`src/rtl/usb_tx_pkg.sv`:
```
// usb_tx_pkg: shared FSM encoding, PID constants and CRC16 helpers for the USB TX packetizer
package usb_tx_pkg;
  typedef enum logic [2:0] {S_IDLE, S_PID, S_DATA, S_CRC_LO, S_CRC_HI} state_t;
  localparam logic [3:0] PID_OUT   = 4'h1;
  localparam logic [3:0] PID_IN    = 4'h9;
  localparam logic [3:0] PID_SOF   = 4'h5;
  localparam logic [3:0] PID_SETUP = 4'hD;
  localparam logic [3:0] PID_DATA0 = 4'h3;
  localparam logic [3:0] PID_DATA1 = 4'hB;
  localparam logic [3:0] PID_ACK   = 4'h2;
  localparam logic [3:0] PID_NAK   = 4'hA;
  localparam logic [3:0] PID_STALL = 4'hE;
  localparam logic [15:0] CRC_POLY     = 16'hA001;
  localparam logic [15:0] CRC_INIT     = 16'hFFFF;
  localparam logic [15:0] CRC_RESIDUAL = 16'hB001;
  // Reflected CRC16 over one byte, LSB first
  function automatic logic [15:0] crc16_byte(input logic [15:0] c, input logic [7:0] d);
    logic [15:0] r;
    r = c ^ {8'h00, d};
    for (int i = 0; i < 8; i++) r = r[0] ? (r >> 1) ^ CRC_POLY : r >> 1;
    return r;
  endfunction
endpackage

```
`src/rtl/usb_crc16.sv`:
```
// usb_crc16: byte-wide USB CRC16 accumulator with synchronous clear and update enable
module usb_crc16
  import usb_tx_pkg::*;
(
  input  logic        clk,
  input  logic        reset,
  input  logic        clr,
  input  logic        en,
  input  logic [7:0]  data,
  output logic [15:0] crc
);
  // Clear wins over update so a new packet always starts from the init value
  always_ff @(posedge clk or negedge reset)
    if (!reset) crc <= CRC_INIT;
    else crc <= clr ? CRC_INIT : en ? crc16_byte(crc, data) : crc;
endmodule

```
`src/rtl/usb_tx_packetizer.sv`:
```
// usb_tx_packetizer: frames a PID, payload stream and CRC16 into a byte stream for the PHY
module usb_tx_packetizer
  import usb_tx_pkg::*;
#(
  parameter int MAX_LEN    = 64,
  parameter int HIST_DEPTH = 10,
  localparam int LEN_W     = $clog2(MAX_LEN + 1)
) (
  input  logic                  clk,
  input  logic                  reset,
  input  logic                  send_data,
  input  logic [3:0]            pid,
  input  logic [LEN_W-1:0]      len,
  input  logic                  in_valid,
  input  logic [7:0]            in_data,
  output logic                  in_ready,
  input  logic                  tx_ready,
  output logic                  tx_valid,
  output logic [7:0]            tx_data,
  output logic                  busy,
  output logic                  done,
  output logic                  err,
  output logic [HIST_DEPTH-1:0] buff
);
  state_t           state, state_nxt;
  logic [3:0]       pid_q;
  logic [LEN_W-1:0] cnt, cnt_nxt;
  logic             done_nxt, err_nxt, crc_clr, crc_en;
  logic [15:0]      crc;

  assign busy = state != S_IDLE;

  usb_crc16 u_crc (
    .clk   (clk),
    .reset (reset),
    .clr   (crc_clr),
    .en    (crc_en),
    .data  (in_data),
    .crc   (crc)
  );

  // State, latched header fields, completion pulses and transfer history
  always_ff @(posedge clk or negedge reset)
    if (!reset) begin
      state <= S_IDLE;
      pid_q <= '0;
      cnt   <= '0;
      done  <= 1'b0;
      err   <= 1'b0;
      buff  <= '0;
    end else begin
      state <= state_nxt;
      pid_q <= crc_clr ? pid : pid_q;
      cnt   <= cnt_nxt;
      done  <= done_nxt;
      err   <= err_nxt;
      buff  <= {buff[HIST_DEPTH-2:0], tx_valid && tx_ready};
    end

  // Next state and byte-lane outputs; DATA is a combinational pass-through
  always_comb begin
    state_nxt = state;
    cnt_nxt   = cnt;
    done_nxt  = 1'b0;
    err_nxt   = 1'b0;
    crc_clr   = 1'b0;
    crc_en    = 1'b0;
    tx_valid  = 1'b0;
    tx_data   = 8'h00;
    in_ready  = 1'b0;
    case (state)
      S_IDLE: if (send_data) begin
        if (len > LEN_W'(MAX_LEN)) err_nxt = 1'b1;
        else begin
          state_nxt = S_PID;
          cnt_nxt   = len;
          crc_clr   = 1'b1;
        end
      end
      S_PID: begin
        tx_valid = 1'b1;
        tx_data  = {~pid_q, pid_q};
        done_nxt = tx_ready && pid_q[1:0] == 2'b10;
        if (tx_ready) state_nxt = pid_q[1:0] == 2'b10 ? S_IDLE : cnt != '0 ? S_DATA : S_CRC_LO;
      end
      S_DATA: begin
        tx_valid = in_valid;
        tx_data  = in_data;
        in_ready = tx_ready;
        if (tx_ready && in_valid) begin
          crc_en  = 1'b1;
          cnt_nxt = cnt - LEN_W'(1);
          if (cnt == LEN_W'(1)) state_nxt = S_CRC_LO;
        end else if (tx_ready) begin
          err_nxt   = 1'b1;
          state_nxt = S_IDLE;
        end
      end
      S_CRC_LO: begin
        tx_valid = 1'b1;
        tx_data  = ~crc[7:0];
        if (tx_ready) state_nxt = S_CRC_HI;
      end
      S_CRC_HI: begin
        tx_valid = 1'b1;
        tx_data  = ~crc[15:8];
        done_nxt = tx_ready;
        if (tx_ready) state_nxt = S_IDLE;
      end
      default: state_nxt = S_IDLE;
    endcase
  end
endmodule

```
`config.mk`:
```
export PLATFORM = sky130hd
export DESIGN_NAME = usb_tx_packetizer
export DESIGN_NICKNAME = d
export VERILOG_FILES = /design/src/rtl/usb_tx_pkg.sv /design/src/rtl/usb_crc16.sv /design/src/rtl/usb_tx_packetizer.sv
export SDC_FILE = /design/constraint.sdc
export NUM_CORES = 1
export LEC_CHECK = 0
export ABC_AREA = 1
export CORE_MARGIN = 2
export CORE_UTILIZATION = 45
export CTS_CLUSTER_DIAMETER = 30
export DETAILED_ROUTE_END_ITERATION = 16
export HOLD_SLACK_MARGIN = 0.15
export PLACE_DENSITY = 0.71
export SETUP_SLACK_MARGIN = 0.1
export SYNTH_ARGS = -nofsm -noshare
export SYNTH_HDL_FRONTEND = slang
export SYNTH_SLANG_ARGS = --single-unit
```
`constraint.sdc`:
```
create_clock -name clk -period 3.1 [get_ports clk]
set_input_delay 0.62 -clock clk [delete_from_list [all_inputs] [get_ports clk]]
set_output_delay 0.62 -clock clk [all_outputs]
set_load 0.005 [all_outputs]
```
==> reports/qor.yml <==
timing:
  setup_viol: 0
  maxSlewViolCount: 0
  period_needed_ns: 2.85
  finalClockSkew_ns: 0.0103
  rsz0062_at_grt: "false"
  finalHoldViolCount: 0
  fin_setup_tns_ns: 0
  max_freq_mhz: 351
  tightest_slew_ns: 0.923
  finalCritPeriodShare_pct: 91.8
  relSlewSlack_pct: 38.5
power_and_ir_drop:
  powerDensity_nw_per_um2: 955
  irDropWorstVdd_mv: 0.444
  power_mw: 2.94
  p_leak_nw: 1.47
global_routing:
  track_usage_pct: 20.7
  grt_overflow: 0
  grt_first_pass_wirelength_microns: 9890
  grt_pass1_vias: 2106
  antenna_found_initial: 0
  grt_start_max_net_pins: 43
die:
  rows: 26
  initial_core_util_pct: 47.2
  die_h_microns: 77.7
  die-area_sq_um: 6030
  io_pins: 47
  core_area_sq_um: 5170
  die_x_microns: 77.7
logic_synthesis:
  synth_seq_cells: 42
  synth.largest_area_cell: "dfrtp_1"
  yosys-top-cells-area: "dfrtp_1 (27%), dfstp_2 (17%), nand2_1 (14%), o21ai_0 (5.7%), inv_1 (5.5%)"
  synthMuxAreaShare_pct: 0
  synth_cell_types: 37
  syn_area_sq_um: 2440
  synthCells: 319
  synth_fa_ha_area_share_pct: 1.54
  synth_compound_area_share_pct: 18.0
  synth_area_per_cell_sq_um: 7.66
  synthXorXnorAreaFrac_pct: 2.10
  syn_nets: 346
  synth_top_family_by_area: "simple AND/OR/NAND/NOR gates"
  synth-simple-area-share_pct: 25.2
  synth_top_area_share_pct: 26.6
  ys_seq_area_share_pct: 43.9
  synthFlopType: "dfrtp_1"
  yosysWarningCount: 0
  synth-edff-count: 0
  async_flop_share_pct: 100
routing:
  drtAntennaViolNets: 0
  drt_wl_total_microns: 5840
  vias: 2257
  post_drt_wl_per_cell_microns: 13.2
  drc_errors: 0
  drtIter0Drc: 126
  dr.pass1.iters: 4
  post_drt_via_cell_ratio: 5.12
clock_tree:
  insertion_delay_ns: 0.30
  cts_sinks: 42
  cts.path.max_buffers: 2
  cts_buffers: 5
  cts_tree: "built"
  cts-root-buf: "clkbuf_8"
  ctsHtreeMaxLevel: 2
  path_clk_slew_ns: 0.09
  holdBufCountCts: 0
place:
  dp_hpwl_microns: 4270
  port_buffers: 46
  gp_congestion: 0.836
job:
  maxCapViolCount: 0
finish:
  final_cell_mix: "nand2_1 (94), clkdlybuf4s50_1 (45), inv_1 (36)"
  drive_gt1_share_pct: 14.0
  layout_commonest_cell: "nand2_1"
  diodes: 0
  synthToLayoutAreaGrowth_pct: 25.8
  nNetsFinal: 397
  n_fill_cell: 487
hold_path:
  hold_path_class: "register to register"
  min_from: "buff[4]$_DFF_PN0_"
  min_delay_path_depth: 0
  hold_end: "buff[5]$_DFF_PN0_"
worst_setup_path:
  worstReg2RegStart: "state[0]$_DFFE_PN0P_"
  r2r_slack_ns: 1.08
  critPathArrivalTime_ns: 2.23
  critPathMaxFanout: 6
  worstReg2RegEnd: "cnt[4]$_DFFE_PN0P_"
  end_kind: "output port"
  worstSetupPathType: "register to output port"
  start_kind: "register"
  crit_required_ns: 2.48
  reg2reg_depth: 9
status:
  status: "finished clean"
==> per-layer routing <==
layer	vias up	global-route usage (%)	share of wire, %
met5	-	0	0
met4	0	6.43	0.79
met3	5	4.07	5.2
met2	67	32.7	46
met1	1043	28.6	48
li1	1142	-	-
==> synth_stat cells, types with 3 or more instances <==
library cell,number
nand2_1,94
inv_1,36
o21ai_0,28
dfrtp_1,26
nor2_1,23
dfstp_2,16
nand3_1,15
a21oi_1,14
o22ai_1,7
inv_2,6
o211ai_1,5
o311ai_1,5
buf_6,4
clkbuf_1,3
ha_1,3
nand2_2,3
o21ai_1,3
==> power by group <==
part | leakage [nW] | internal [mW] | switching [mW] | total [mW]
sequential | 0.497 | 0.853 | 0.171 | 1.02
combinational | 0.931 | 0.683 | 0.862 | 1.55
clock | 0.0408 | 0.161 | 0.205 | 0.366
==> area by class of cell <==
class / instances / area, sq um / area share [%]
Sequential cell: 42 / 1070 / 34.9
Multi-Input combinational cell: 225 / 1150 / 37.5
Clock buffer: 5 / 68.8 / 2.24
Timing Repair Buffer: 52 / 500 / 16.3
Clock inverter: 3 / 23.8 / 0.774
Inverter: 44 / 169 / 5.50
Tap cell: 70 / 87.6 / 2.85
==> flip-flops by register name, summed over array words and instances, names as in the netlist <==
| register | cells |
|---|---|
| u_crc.crc | 16 |
| buff | 10 |
| cnt | 7 |
| pid_q | 4 |
| state | 3 |
| done | 1 |
| err | 1 |
==> worst max-delay path, cell delays in order (launching register included) <==
cell and delay, ns:
dfrtp_1 0.41, inv_1 0.06, nor2_1 0.14, inv_1 0.12
nor2_4 0.20, inv_1 0.13, o22ai_1 0.13, a21oi_1 0.06
o21ai_0 0.11, clkdlybuf4s50_1 0.55
==> stage by stage <==
stage / worst slack, ns / instance area (sq um) / util, % / std cells / hold WS (ns)
2_1_floorplan: 1.24 / 2440 / - / 319 / 0.324
3_3_place_gp: 0.406 / 2950 / 57.0 / 430 / 0.359
3_5_place_dp: 0.401 / 2950 / 57.0 / 430 / 0.368
4_1_cts: 0.180 / 3040 / 58.8 / 438 / 0.388
5_1_grt: 0.103 / 3070 / 59.4 / 441 / 0.405
6_report: 0.255 / 3070 / 59.4 / 441 / 0.382
==> kinds of logic (layout without fill, tap and decap cells) <==
group	after synthesis	count (layout)
AND/OR/NAND/NOR	144	144
AO/OA/AOI/OAI	73	73
buffers and inverters	52	104
flip-flops	42	42
XOR/XNOR	5	5
adder cells (fa/ha/maj)	3	3
==> timing repair <==
| action | CTS | global route |
|---|---|---|
| setup buffers | 0 | 3 |
| endpoints found under the hold margin | 0 | 0 |
| gates resized for setup | 1 | 2 |
| endpoints found under the setup margin | 1 | 6 |
| pin swaps | 0 | 1 |
==> worst max-delay path by stage <==
stage | from | end | slack, ns | cells after the start
CTS | state[0]$_DFFE_PN0P_ | tx_data[1] | 0.18 | 9
floorplan | state[1]$_DFFE_PN0P_ | tx_data[0] | 1.24 | 5
global placement | in_data[1] | tx_data[1] | 0.41 | 6
detailed placement | in_data[1] | tx_data[1] | 0.40 | 6
finish | state[0]$_DFFE_PN0P_ | tx_data[1] | 0.25 | 9
global route | state[0]$_DFFE_PN0P_ | tx_data[1] | 0.10 | 9
(Power assumes the default switching activity.)
